[src/rtl/f1_pkg.sv]
// ----------------------------------------------------------------------------
// f1_pkg
// Shared types and constants for the race-start controller:
//   ctrl_state_t : controller state encoding
//   LFSR_W       : width of the random-delay LFSR
//   LFSR_TAPS    : feedback tap mask for x^7 + x^6 + 1 (register bits 6 and 5)
//   LFSR_SEED    : reset value of the LFSR (must be non-zero)
//   LIGHTS_ALL   : all eight gantry lamps lit
//   lfsr_next()  : one Fibonacci shift step
// ----------------------------------------------------------------------------
package f1_pkg;

   typedef enum logic [2:0] {
      IDLE    = 3'd0,
      COUNTUP = 3'd1,
      HOLD    = 3'd2,
      RUN     = 3'd3,
      DONE    = 3'd4,
      FOUL    = 3'd5
   } ctrl_state_t;

   localparam int              LFSR_W     = 7;
   localparam logic [LFSR_W-1:0] LFSR_TAPS = 7'h60;
   localparam logic [LFSR_W-1:0] LFSR_SEED = 7'h01;
   localparam logic [7:0]      LIGHTS_ALL = 8'hFF;

   // Shift left, feeding the XOR of the tapped bits into bit 0.
   function automatic logic [LFSR_W-1:0] lfsr_next(input logic [LFSR_W-1:0] v);
      return {v[LFSR_W-2:0], ^(v & LFSR_TAPS)};
   endfunction

endpackage

[src/rtl/f1_lfsr7.sv]
// ----------------------------------------------------------------------------
// f1_lfsr7
// Free-running 7-bit Fibonacci LFSR (x^7 + x^6 + 1), shifting every clock.
// Maximal length (127 states), so it never reaches zero from a non-zero seed.
// Ports:
//   clk  : system clock
//   rst  : asynchronous active-high reset, loads LFSR_SEED
//   lfsr : current register value
// ----------------------------------------------------------------------------
module f1_lfsr7
   import f1_pkg::*;
(
   input  logic              clk,
   input  logic              rst,
   output logic [LFSR_W-1:0] lfsr
);

   always_ff @(posedge clk or posedge rst) begin
      if (rst) lfsr <= LFSR_SEED;
      else     lfsr <= lfsr_next(lfsr);
   end

endmodule

[src/rtl/f1_start_ctrl.sv]
// ----------------------------------------------------------------------------
// f1_start_ctrl
// Race-start controller for the 8-light gantry. A start request lights one
// lamp per tick, holds all eight for a random 1..127 ticks, then turns them
// off and counts the reaction time in clock cycles. A trigger before
// lights-out is reported as a foul.
// Parameters:
//   TICK_CYCLES : clk cycles per light tick (>= 2)
//   REACT_W     : width of reaction counter / react_time
// Ports:
//   clk, rst    : clock, asynchronous active-high reset
//   start       : start request (pulse or level), accepted in IDLE/DONE/FOUL
//   trigger     : driver button (synchronised)
//   lights      : thermometer lamp pattern, bit 0 first
//   tick        : one-cycle pulse at each prescaler wrap
//   react_time  : captured reaction time (all-ones on timeout)
//   react_valid : react_time valid, held until next start
//   foul        : jump start, held until next start
//   busy        : sequence in progress (COUNTUP, HOLD, RUN)
// ----------------------------------------------------------------------------
module f1_start_ctrl
   import f1_pkg::*;
#(
   parameter int TICK_CYCLES = 1000,
   parameter int REACT_W     = 16
)
(
   input  logic               clk,
   input  logic               rst,
   input  logic               start,
   input  logic               trigger,
   output logic [7:0]         lights,
   output logic               tick,
   output logic [REACT_W-1:0] react_time,
   output logic               react_valid,
   output logic               foul,
   output logic               busy
);

   localparam int            PW         = $clog2(TICK_CYCLES);
   localparam logic [PW-1:0] PRESC_LAST = PW'(TICK_CYCLES - 1);

   ctrl_state_t        state, state_nxt;
   logic [PW-1:0]      presc, presc_nxt;
   logic [7:0]         lights_nxt;
   logic [LFSR_W-1:0]  delay_cnt, delay_nxt;
   logic [REACT_W-1:0] cnt, cnt_nxt;
   logic [REACT_W-1:0] react_time_nxt;
   logic               react_valid_nxt, foul_nxt;
   logic [LFSR_W-1:0]  lfsr;
   logic               counting;

   f1_lfsr7 u_lfsr (
      .clk  (clk),
      .rst  (rst),
      .lfsr (lfsr)
   );

   // The prescaler only runs while lamps are being lit or held.
   assign counting = (state == COUNTUP) || (state == HOLD);
   assign tick     = counting && (presc == PRESC_LAST);
   assign busy     = counting || (state == RUN);

   always_ff @(posedge clk or posedge rst) begin
      if (rst) begin
         state       <= IDLE;
         presc       <= '0;
         lights      <= '0;
         delay_cnt   <= '0;
         cnt         <= '0;
         react_time  <= '0;
         react_valid <= 1'b0;
         foul        <= 1'b0;
      end else begin
         state       <= state_nxt;
         presc       <= presc_nxt;
         lights      <= lights_nxt;
         delay_cnt   <= delay_nxt;
         cnt         <= cnt_nxt;
         react_time  <= react_time_nxt;
         react_valid <= react_valid_nxt;
         foul        <= foul_nxt;
      end
   end

   always_comb begin
      state_nxt       = state;
      lights_nxt      = lights;
      delay_nxt       = delay_cnt;
      cnt_nxt         = cnt;
      react_time_nxt  = react_time;
      react_valid_nxt = react_valid;
      foul_nxt        = foul;
      presc_nxt       = '0;
      if (counting) presc_nxt = tick ? '0 : presc + 1'b1;

      case (state)
         IDLE, DONE, FOUL: begin
            // start beats a simultaneous trigger; trigger alone is ignored here
            if (start) begin
               state_nxt       = COUNTUP;
               presc_nxt       = '0;
               lights_nxt      = '0;
               react_valid_nxt = 1'b0;
               foul_nxt        = 1'b0;
               cnt_nxt         = '0;
            end
         end
         COUNTUP: begin
            if (trigger) begin
               state_nxt  = FOUL;
               lights_nxt = '0;
               foul_nxt   = 1'b1;
            end else if (tick) begin
               lights_nxt = {lights[6:0], 1'b1};
               // lights[6:0] all set means this shift completes the gantry
               if (lights[6:0] == LIGHTS_ALL[6:0]) begin
                  state_nxt = HOLD;
                  delay_nxt = lfsr;
               end
            end
         end
         HOLD: begin
            if (trigger) begin
               state_nxt  = FOUL;
               lights_nxt = '0;
               foul_nxt   = 1'b1;
            end else if (tick) begin
               if (delay_cnt == LFSR_W'(1)) begin
                  state_nxt  = RUN;
                  lights_nxt = '0;
                  cnt_nxt    = '0;
               end else begin
                  delay_nxt = delay_cnt - 1'b1;
               end
            end
         end
         RUN: begin
            if (trigger) begin
               state_nxt       = DONE;
               react_time_nxt  = cnt;
               react_valid_nxt = 1'b1;
            end else if (cnt == '1) begin
               state_nxt       = DONE;
               react_time_nxt  = '1;
               react_valid_nxt = 1'b1;
            end else begin
               cnt_nxt = cnt + 1'b1;
            end
         end
         default: state_nxt = IDLE;
      endcase
   end

endmodule

[config.mk]
export PLATFORM = sky130hd
export DESIGN_NAME = f1_start_ctrl
export DESIGN_NICKNAME = d
export VERILOG_FILES = /design/src/rtl/f1_pkg.sv /design/src/rtl/f1_lfsr7.sv /design/src/rtl/f1_start_ctrl.sv
export SDC_FILE = /design/constraint.sdc
export NUM_CORES = 1
export LEC_CHECK = 0
export CORE_MARGIN = 2
export CORE_UTILIZATION = 25
export CTS_CLUSTER_SIZE = 8
export DETAILED_ROUTE_END_ITERATION = 8
export GPL_TIMING_DRIVEN = 1
export PLACE_DENSITY = 0.44
export SYNTH_ARGS = -nofsm -noshare
export SYNTH_HDL_FRONTEND = slang
export SYNTH_SLANG_ARGS = --single-unit
export TNS_END_PERCENT = 10
[constraint.sdc]
create_clock -name clk -period 2 [get_ports clk]
set_input_delay 0.3 -clock clk [delete_from_list [all_inputs] [get_ports clk]]
set_output_delay 0.3 -clock clk [all_outputs]
set_load 0.05 [all_outputs]
==> metrics.md, run 1 <==
| Metric | Value |
|---|---|
| Status | `finished with violations` |
| Violations in the final reports | `negative setup slack` |
| Sequential cell area | `1730 um^2` |
| WP buf/inv | `1` |
| Gate count after technology mapping | `337` |
| Footprint of the multi-input gates | `1740 um^2` |
| Ant diodes | `0` |
| Worst-path maximum fanout | `4` |
| Count of state elements after synthesis | `69` |
| Number of enable-type register cells in the synthesized netlist | `0` |
| Vertical extent of the die | `121 um` |
| CTS tree | `built` |
| Avg Cell Area, Syn | `10.2 um^2` |
| Rows | `42` |
| Total number of vias | `2971` |
| Peak ir drop on the vdd network | `515 uV` |
| Global-route wire length before repair | `16.0 mm` |
| Gr usage total | `14.0%` |
| Distinct cell type count of the synthesized netlist | `57` |
| Number of antenna violations at the first check in global routing | `0` |
| Vias in the first global route | `3130` |
| Synth Cell Area | `3440 um^2` |
| Setup clock skew after layout | `7.88 ps` |
| Cell Pwr Density | `1370 nW/um^2` |
| Top cell type's share of synthesized area | `49.5%` |
| Number of standard cells in the layout, taps in and fillers out | `617` |
| Worst path arrival time | `1750 ps` |
| Final-layout fill cell count | `1365` |
| Chip Width | `121 um` |
| Final Hold Fails | `0` |
| CP Capture Type | `output port` |
| Count of maximum capacitance violations | `0` |
| Hpwl dp | `6.46 mm` |
| Total setup violations reported at the end of the flow | `2` |
| Worst EP required | `1700 ps` |
| GRT Residual Overflow | `0` |
| Unrepaired setup endpoints after global routing | `yes` |
| Post-CTS Hold Buffers | `0` |
| Transition time of the tightest slew-check pin | `548 ps` |
| Total placed cells including tap cells | `597` |
| Post-layout util | `37.3%` |
| Drt pass-1 iters | `4` |
| Core area | `13300 um^2` |
| Setup CP Type | `reg -> out` |
| Final worst-path setup slack | `-51.7 ps` |
| TritonCTS Buffers | `9` |
| Number of sinks handled by clock tree synthesis | `69` |
| Worst-Skew Late Latency | `340 ps` |
| Post-detailed-routing wire length | `9.41 mm` |
| Routed length per instance | `15.3 um` |
| Worst hold-check slack | `379 ps` |
| Syn nets | `345` |
| Largest stage delay on the critical path | `430 ps` |
| Longest Clk Path Bufs | `2` |
| Clock transition at the register clock pins on the worst setup and hold paths after CTS | `60 ps` |
| Count of synthesis-stage warnings from yosys | `0` |
| Largest area contributor in the netlist | `sky130_fd_sc_hd__dfrtp_1` |
| Routed Antenna Nets | `0` |
| Fin. max-slew vios | `0` |
| Share of layout cells above drive strength 1 | `26.5%` |
| Sequential fraction of the synthesis area | `50.2%` |
| Kind of cell with the highest combined delay on the critical path | `simple AND/OR/NAND/NOR gates` |
| Leakage power total | `0.00219 uW` |
| Total power consumption of the routed design | `6820 uW` |
| Top-Level Pins | `32` |
| DR DRC count | `0` |
| Vias/cell | `4.82` |
| Largest net degree at the start of global routing | `70` |
| Top post-synthesis cells by area | `sky130_fd_sc_hd__dfrtp_1, sky130_fd_sc_hd__o22a_1, sky130_fd_sc_hd__nor2_1` |
| Root Driver | `sky130_fd_sc_hd__clkbuf_16` |
| Minimum clock period after layout | `2050 ps` |
| FMAX | `487 MHz` |
| Starting Density | `25.8%` |
| Share of synthesized registers carrying an async set or reset | `100%` |
| HP Class | `reg -> reg` |
| Placer's final routability congestion estimate | `0.785` |
| Ordered list of cells on the worst path | `ha_4 -> nand4_4 -> or3_4 -> nor2_4 -> buf_12` |
| Area enclosed by the die boundary | `14700 um^2` |
| Fin crit share | `103%` |
| DR iter-0 viols | `166` |
| Htree depth | `3` |
| Most used DFF post-synth | `sky130_fd_sc_hd__dfrtp_1` |
| NumNets Final | `444` |
| Slowest library cell on the worst path | `sky130_fd_sc_hd__or3_4` |
| Worst slew margin | `63.4%` |
| Area added between synthesis and finish | `44.7%` |
| Count of port buffers added during placement | `31` |
| Worst setup SP type | `flip-flop` |
placed cells by master, fill, tap and decap left out, types with 3 or more instances in the layout:
master,instances
sky130_fd_sc_hd__a21o_1,4
sky130_fd_sc_hd__a21oi_1,16
sky130_fd_sc_hd__a31oi_1,14
sky130_fd_sc_hd__and3_1,8
sky130_fd_sc_hd__and4_1,4
sky130_fd_sc_hd__buf_12,4
sky130_fd_sc_hd__buf_4,69
sky130_fd_sc_hd__clkbuf_16,9
sky130_fd_sc_hd__clkdlybuf4s50_1,29
sky130_fd_sc_hd__dfrtp_1,68
sky130_fd_sc_hd__inv_1,10
sky130_fd_sc_hd__mux2_1,4
sky130_fd_sc_hd__mux2i_1,4
sky130_fd_sc_hd__nand2_1,15
sky130_fd_sc_hd__nand2b_1,5
sky130_fd_sc_hd__nand3_1,13
sky130_fd_sc_hd__nand4_1,9
sky130_fd_sc_hd__nor2_1,37
sky130_fd_sc_hd__nor2b_1,4
sky130_fd_sc_hd__nor3_1,5
sky130_fd_sc_hd__o21ai_0,3
sky130_fd_sc_hd__o21ai_1,10
sky130_fd_sc_hd__o22a_1,20
sky130_fd_sc_hd__xnor2_1,5
sky130_fd_sc_hd__xor2_1,6
final cells by class:
| class | count | share of cell area [%] |
|---|---|---|
| clock buffer | 12 | 5.15 |
| clock inverter | 4 | 1.41 |
| inverter | 12 | 0.981 |
| multi-input combinational | 240 | 35.0 |
| sequential | 69 | 34.7 |
| tap | 176 | 4.43 |
| timing repair buffer | 104 | 18.3 |
synthesized netlist by cell type (3+ instances only):
cell type / instances
sky130_fd_sc_hd__dfrtp_1: 68
sky130_fd_sc_hd__nor2_1: 40
sky130_fd_sc_hd__o22a_1: 20
sky130_fd_sc_hd__a21oi_1: 16
sky130_fd_sc_hd__nand2_1: 15
sky130_fd_sc_hd__a31oi_1: 14
sky130_fd_sc_hd__nand3_1: 13
sky130_fd_sc_hd__inv_1: 12
sky130_fd_sc_hd__o21ai_1: 10
sky130_fd_sc_hd__clkbuf_1: 9
sky130_fd_sc_hd__nand4_1: 9
sky130_fd_sc_hd__and3_1: 8
sky130_fd_sc_hd__buf_2: 6
sky130_fd_sc_hd__nand2b_1: 6
sky130_fd_sc_hd__nor3_1: 6
sky130_fd_sc_hd__xor2_1: 6
sky130_fd_sc_hd__o31ai_1: 5
sky130_fd_sc_hd__xnor2_1: 5
sky130_fd_sc_hd__a21o_1: 4
sky130_fd_sc_hd__and4_1: 4
sky130_fd_sc_hd__ha_1: 4
sky130_fd_sc_hd__mux2_1: 4
sky130_fd_sc_hd__mux2i_1: 4
sky130_fd_sc_hd__nor2b_1: 4
sky130_fd_sc_hd__nor4_1: 3
sky130_fd_sc_hd__o21ai_0: 3
registers in the layout, indices dropped and copies added, names as in the netlist:
| signal | cells |
|---|---|
| presc | 10 |
| react_time | 16 |
| state | 3 |
| lights | 8 |
| delay_cnt | 7 |
| foul | 1 |
| u_lfsr.lfsr | 7 |
| cnt | 16 |
| react_valid | 1 |
cell families (layout without fill, tap and decap cells):
kind of cell / after synthesis / count (layout) / synth area share, %
and+or+nand+nor: 121 / 121 / 19.1
AOI/OAI and AO/OA: 96 / 96 / 20.7
DFF: 69 / 69 / 50.2
buffers and inverters: 28 / 132 / 3.27
xor gates and xnor gates: 11 / 11 / 2.80
muxes: 8 / 8 / 2.47
adders and majority gates: 4 / 4 / 1.46
stage by stage:
step / worst slack, ps / instance area, um^2 / TNS [ps]
6_report: -51.7 / 4980 / -95.5
5_1_grt: -138 / 4980 / -881
4_1_cts: -77.5 / 4900 / -250
3_5_place_dp: -168 / 4490 / -2410
3_3_place_gp: -125 / 4490 / -1380
2_1_floorplan: -10.4 / 3460 / -10.4
path summary, 6_finish.rpt:
| path | slack [ps] | end | from | depth (start not counted) |
|---|---|---|---|---|
| hold / removal | 380 | u_lfsr.lfsr[4] | u_lfsr.lfsr[3] | 0 |
| max in group asynchronous | 1250 | u_lfsr.lfsr[0] | rst | 3 |
| setup / recovery | -50 | tick | presc[0] | 5 |
| hold reg to reg | 380 | u_lfsr.lfsr[4] | u_lfsr.lfsr[3] | 0 |
| setup reg to reg | -40 | cnt[6] | delay_cnt[1] | 7 |
| min in group asynchronous | 390 | react_time[5] | rst | 3 |
power by group:
part / internal (uW) / switching (uW) / leakage (uW)
Sequential: 1710 / 213 / 0.000902
Clock: 1160 / 610 / 0.000163
Combinational: 1300 / 1820 / 0.00113
metal layers:
layer  part of all wire (%)  GRT usage [%]  wire (um)  up-vias
met4                    1.2           4.17        117        0
met5                      0              0          0        -
met2                     48           22.4       4540       31
met3                    3.1           4.37        292        9
met1                     47           18.2       4470     1482
li1                       -              -          -     1449
timing repair:
action | 4_1_cts | 5_1_grt
resized for setup | 10 | 12
setup buffers | 3 | 1
setup endpoints to repair | 17 | 30
pin swaps | 5 | 4
No activity file was read; power rests on OpenSTA's default activity.
==> run 2: changes to the inputs <==
PLACE_DENSITY = 0.42   (was 0.44)
clock period = 2.25 ns   (was 2 ns; I/O delays follow)
==> metrics.md, run 2 (synthesized netlist as in run 1, its figures left out) <==
| Metric | Value |
|---|---|
| Status | `finished, final reports clean` |
| GRT Residual Overflow | `0 (unchanged)` |
| Clock transition at the register clock pins on the worst setup and hold paths after CTS | `50 ps (about the same)` |
| Worst-Skew Late Latency | `340 ps (about the same)` |
| Cell Pwr Density | `1240 nW/um^2 (-9.7%)` |
| Count of maximum capacitance violations | `0 (unchanged)` |
| CP Capture Type | `output port` |
| Worst setup SP type | `flip-flop` |
| Number of sinks handled by clock tree synthesis | `69 (unchanged)` |
| Drt pass-1 iters | `4 (unchanged)` |
| CTS tree | `built` |
| Switching power summed over all nets | `2250 uW (-15%)` |
| Chip Width | `121 um (unchanged)` |
| Top-Level Pins | `32 (unchanged)` |
| Peak ir drop on the vdd network | `342 uV (-34%)` |
| Leakage power total | `0.00203 uW (-7.2%)` |
| Unrepaired setup endpoints after global routing | `yes` |
| Area enclosed by the die boundary | `14700 um^2 (unchanged)` |
| Clock group share of total power | `25.6% (-0.3 points)` |
| Number of buffers inserted by post-CTS setup repair | `0 (-3)` |
| Core area | `13300 um^2 (unchanged)` |
| Biggest registers after layout | `cnt: 16 flops, react_time: 16 flops, presc: 10 flops` |
| Global-route wire length before repair | `15.4 mm (-3.5%)` |
| Worst-path maximum fanout | `5 (+1)` |
| Hpwl dp | `6.56 mm (+1.5%)` |
| Count of port buffers added during placement | `31 (unchanged)` |
| Worst hold-check slack | `381 ps (+2.07 ps)` |
| Worst path arrival time | `1830 ps (+80 ps)` |
| Htree depth | `3 (unchanged)` |
| Share of layout cells above drive strength 1 | `19.9% (-6.7 points)` |
| Most frequent cells in the layout | `sky130_fd_sc_hd__dfrtp_1, sky130_fd_sc_hd__buf_4, sky130_fd_sc_hd__nor2_1` |
| Setup CP Type | `reg -> out` |
| Vertical extent of the die | `121 um (unchanged)` |
| Root Driver | `sky130_fd_sc_hd__clkbuf_16` |
| DR iter-0 viols | `110 (-34%)` |
| Vias/cell | `4.84 (+0.41%)` |
| Worst slew margin | `63.1% (-0.27 points)` |
| Share of total power in sequential cells | `30.2% (+1.9 points)` |
| Starting Density | `25.8% (unchanged)` |
| Fin crit share | `96.3%` |
| Number of antenna violations at the first check in global routing | `0 (unchanged)` |
| Most common cell after layout, fill and taps aside | `sky130_fd_sc_hd__dfrtp_1` |
| Total setup violations reported at the end of the flow | `0 (-2)` |
| TritonCTS Buffers | `9 (unchanged)` |
| Gr usage total | `13.4% (-0.59 points)` |
| Transition time of the tightest slew-check pin | `553 ps (+5.87 ps)` |
| FMAX | `461 MHz` |
| Post-detailed-routing wire length | `9.03 mm (-4.1%)` |
| Placer's final routability congestion estimate | `0.798 (+1.7%)` |
| Post-DP Area | `4290 um^2 (-4.5%)` |
| Largest net degree at the start of global routing | `43 (-39%)` |
| NumNets Final | `421 (-5.2%)` |
| DR DRC count | `0 (unchanged)` |
| Vias in the first global route | `3013 (-3.7%)` |
| Gate power share | `44.2% (-1.6 points)` |
| Setup total negative slack | `0 ps (+95.5 ps)` |
| Worst EP required | `1910 ps (+210 ps)` |
| Summed area of non-filler cells in the final layout | `4640 um^2 (-6.8%)` |
| HP Class | `reg -> reg` |
| Internal power | `3490 uW (-16%)` |
| Rows | `42 (unchanged)` |
| Total number of vias | `2872 (-3.3%)` |
| Switching share of power | `39.3% (+0.48 points)` |
| Routed length per instance | `15.2 um (-0.35%)` |
| Final Hold Fails | `0 (unchanged)` |
| Area added between synthesis and finish | `34.8%` |
| Longest Clk Path Bufs | `2 (unchanged)` |
| Minimum clock period after layout | `2170 ps` |
| Ant diodes | `0 (unchanged)` |
| Setup clock skew after layout | `7.60 ps (-0.277 ps)` |
| Routed Antenna Nets | `0 (unchanged)` |
| Fin. max-slew vios | `0 (unchanged)` |
[run 2: layer usage]
layer  vias to the layer above  global-route usage [%]  wire [um]
met2                        48                    21.5       4380
met5                         -                       0          0
met1                      1394                    17.4       4190
li1                       1413                       -          -
met4                         0                    6.03        193
met3                        17                    2.87        273
[run 2: final timing paths]
kind | endpoint | cells after the start | start | slack [ps]
hold reg to reg | u_lfsr.lfsr[2] | 0 | u_lfsr.lfsr[1] | 380
setup / recovery | tick | 5 | presc[1] | 80
max in group asynchronous | cnt[13] | 3 | rst | 1390
hold / removal | u_lfsr.lfsr[2] | 0 | u_lfsr.lfsr[1] | 380
setup reg to reg | cnt[6] | 7 | delay_cnt[1] | 110
min in group asynchronous | foul | 3 | rst | 410
[run 2: area by class of cell]
type	count	area [um^2]
Clock buffer	13	270
Clock inverter	3	42.5
Fill cell	1370	8710
Inverter	12	45.0
Multi-Input combinational cell	240	1640
Sequential cell	69	1730
Tap cell	176	220
Timing Repair Buffer	81	693
[run 2: power by group through the flow]
stage,clock network (uW),registers (uW),logic (uW)
CTS,1520,1740,2550
global placement,0,1750,2540
detailed placement,0,1760,2540
finish,1470,1730,2540
floorplan,0,2340,1020
global route,1580,1770,2730
[run 2: worst max-delay path: stages (launching register included)]
cell and delay (ps):
sky130_fd_sc_hd__dfrtp_1 380, sky130_fd_sc_hd__ha_2 230, sky130_fd_sc_hd__nand4_4 150, sky130_fd_sc_hd__or3_4 410, sky130_fd_sc_hd__nor2_2 160, sky130_fd_sc_hd__buf_12 160
[run 2: stage by stage]
stage	worst slack [ps]	std cells	total power [uW]	utilization [%]
2_1_floorplan	32.9	337	3360	-
3_3_place_gp	99.4	578	4290	32.1
3_5_place_dp	54.6	578	4290	32.1
4_1_cts	33.4	594	5800	34.6
5_1_grt	-29.6	594	6080	34.7
6_report	82.3	594	5740	34.7
[run 2: what timing repair did]
action	in CTS	in global routing
setup endpoints to repair	1	10
resized for setup	3	4
pin swaps	0	0
cloned	0	0
hold buffers	0	0
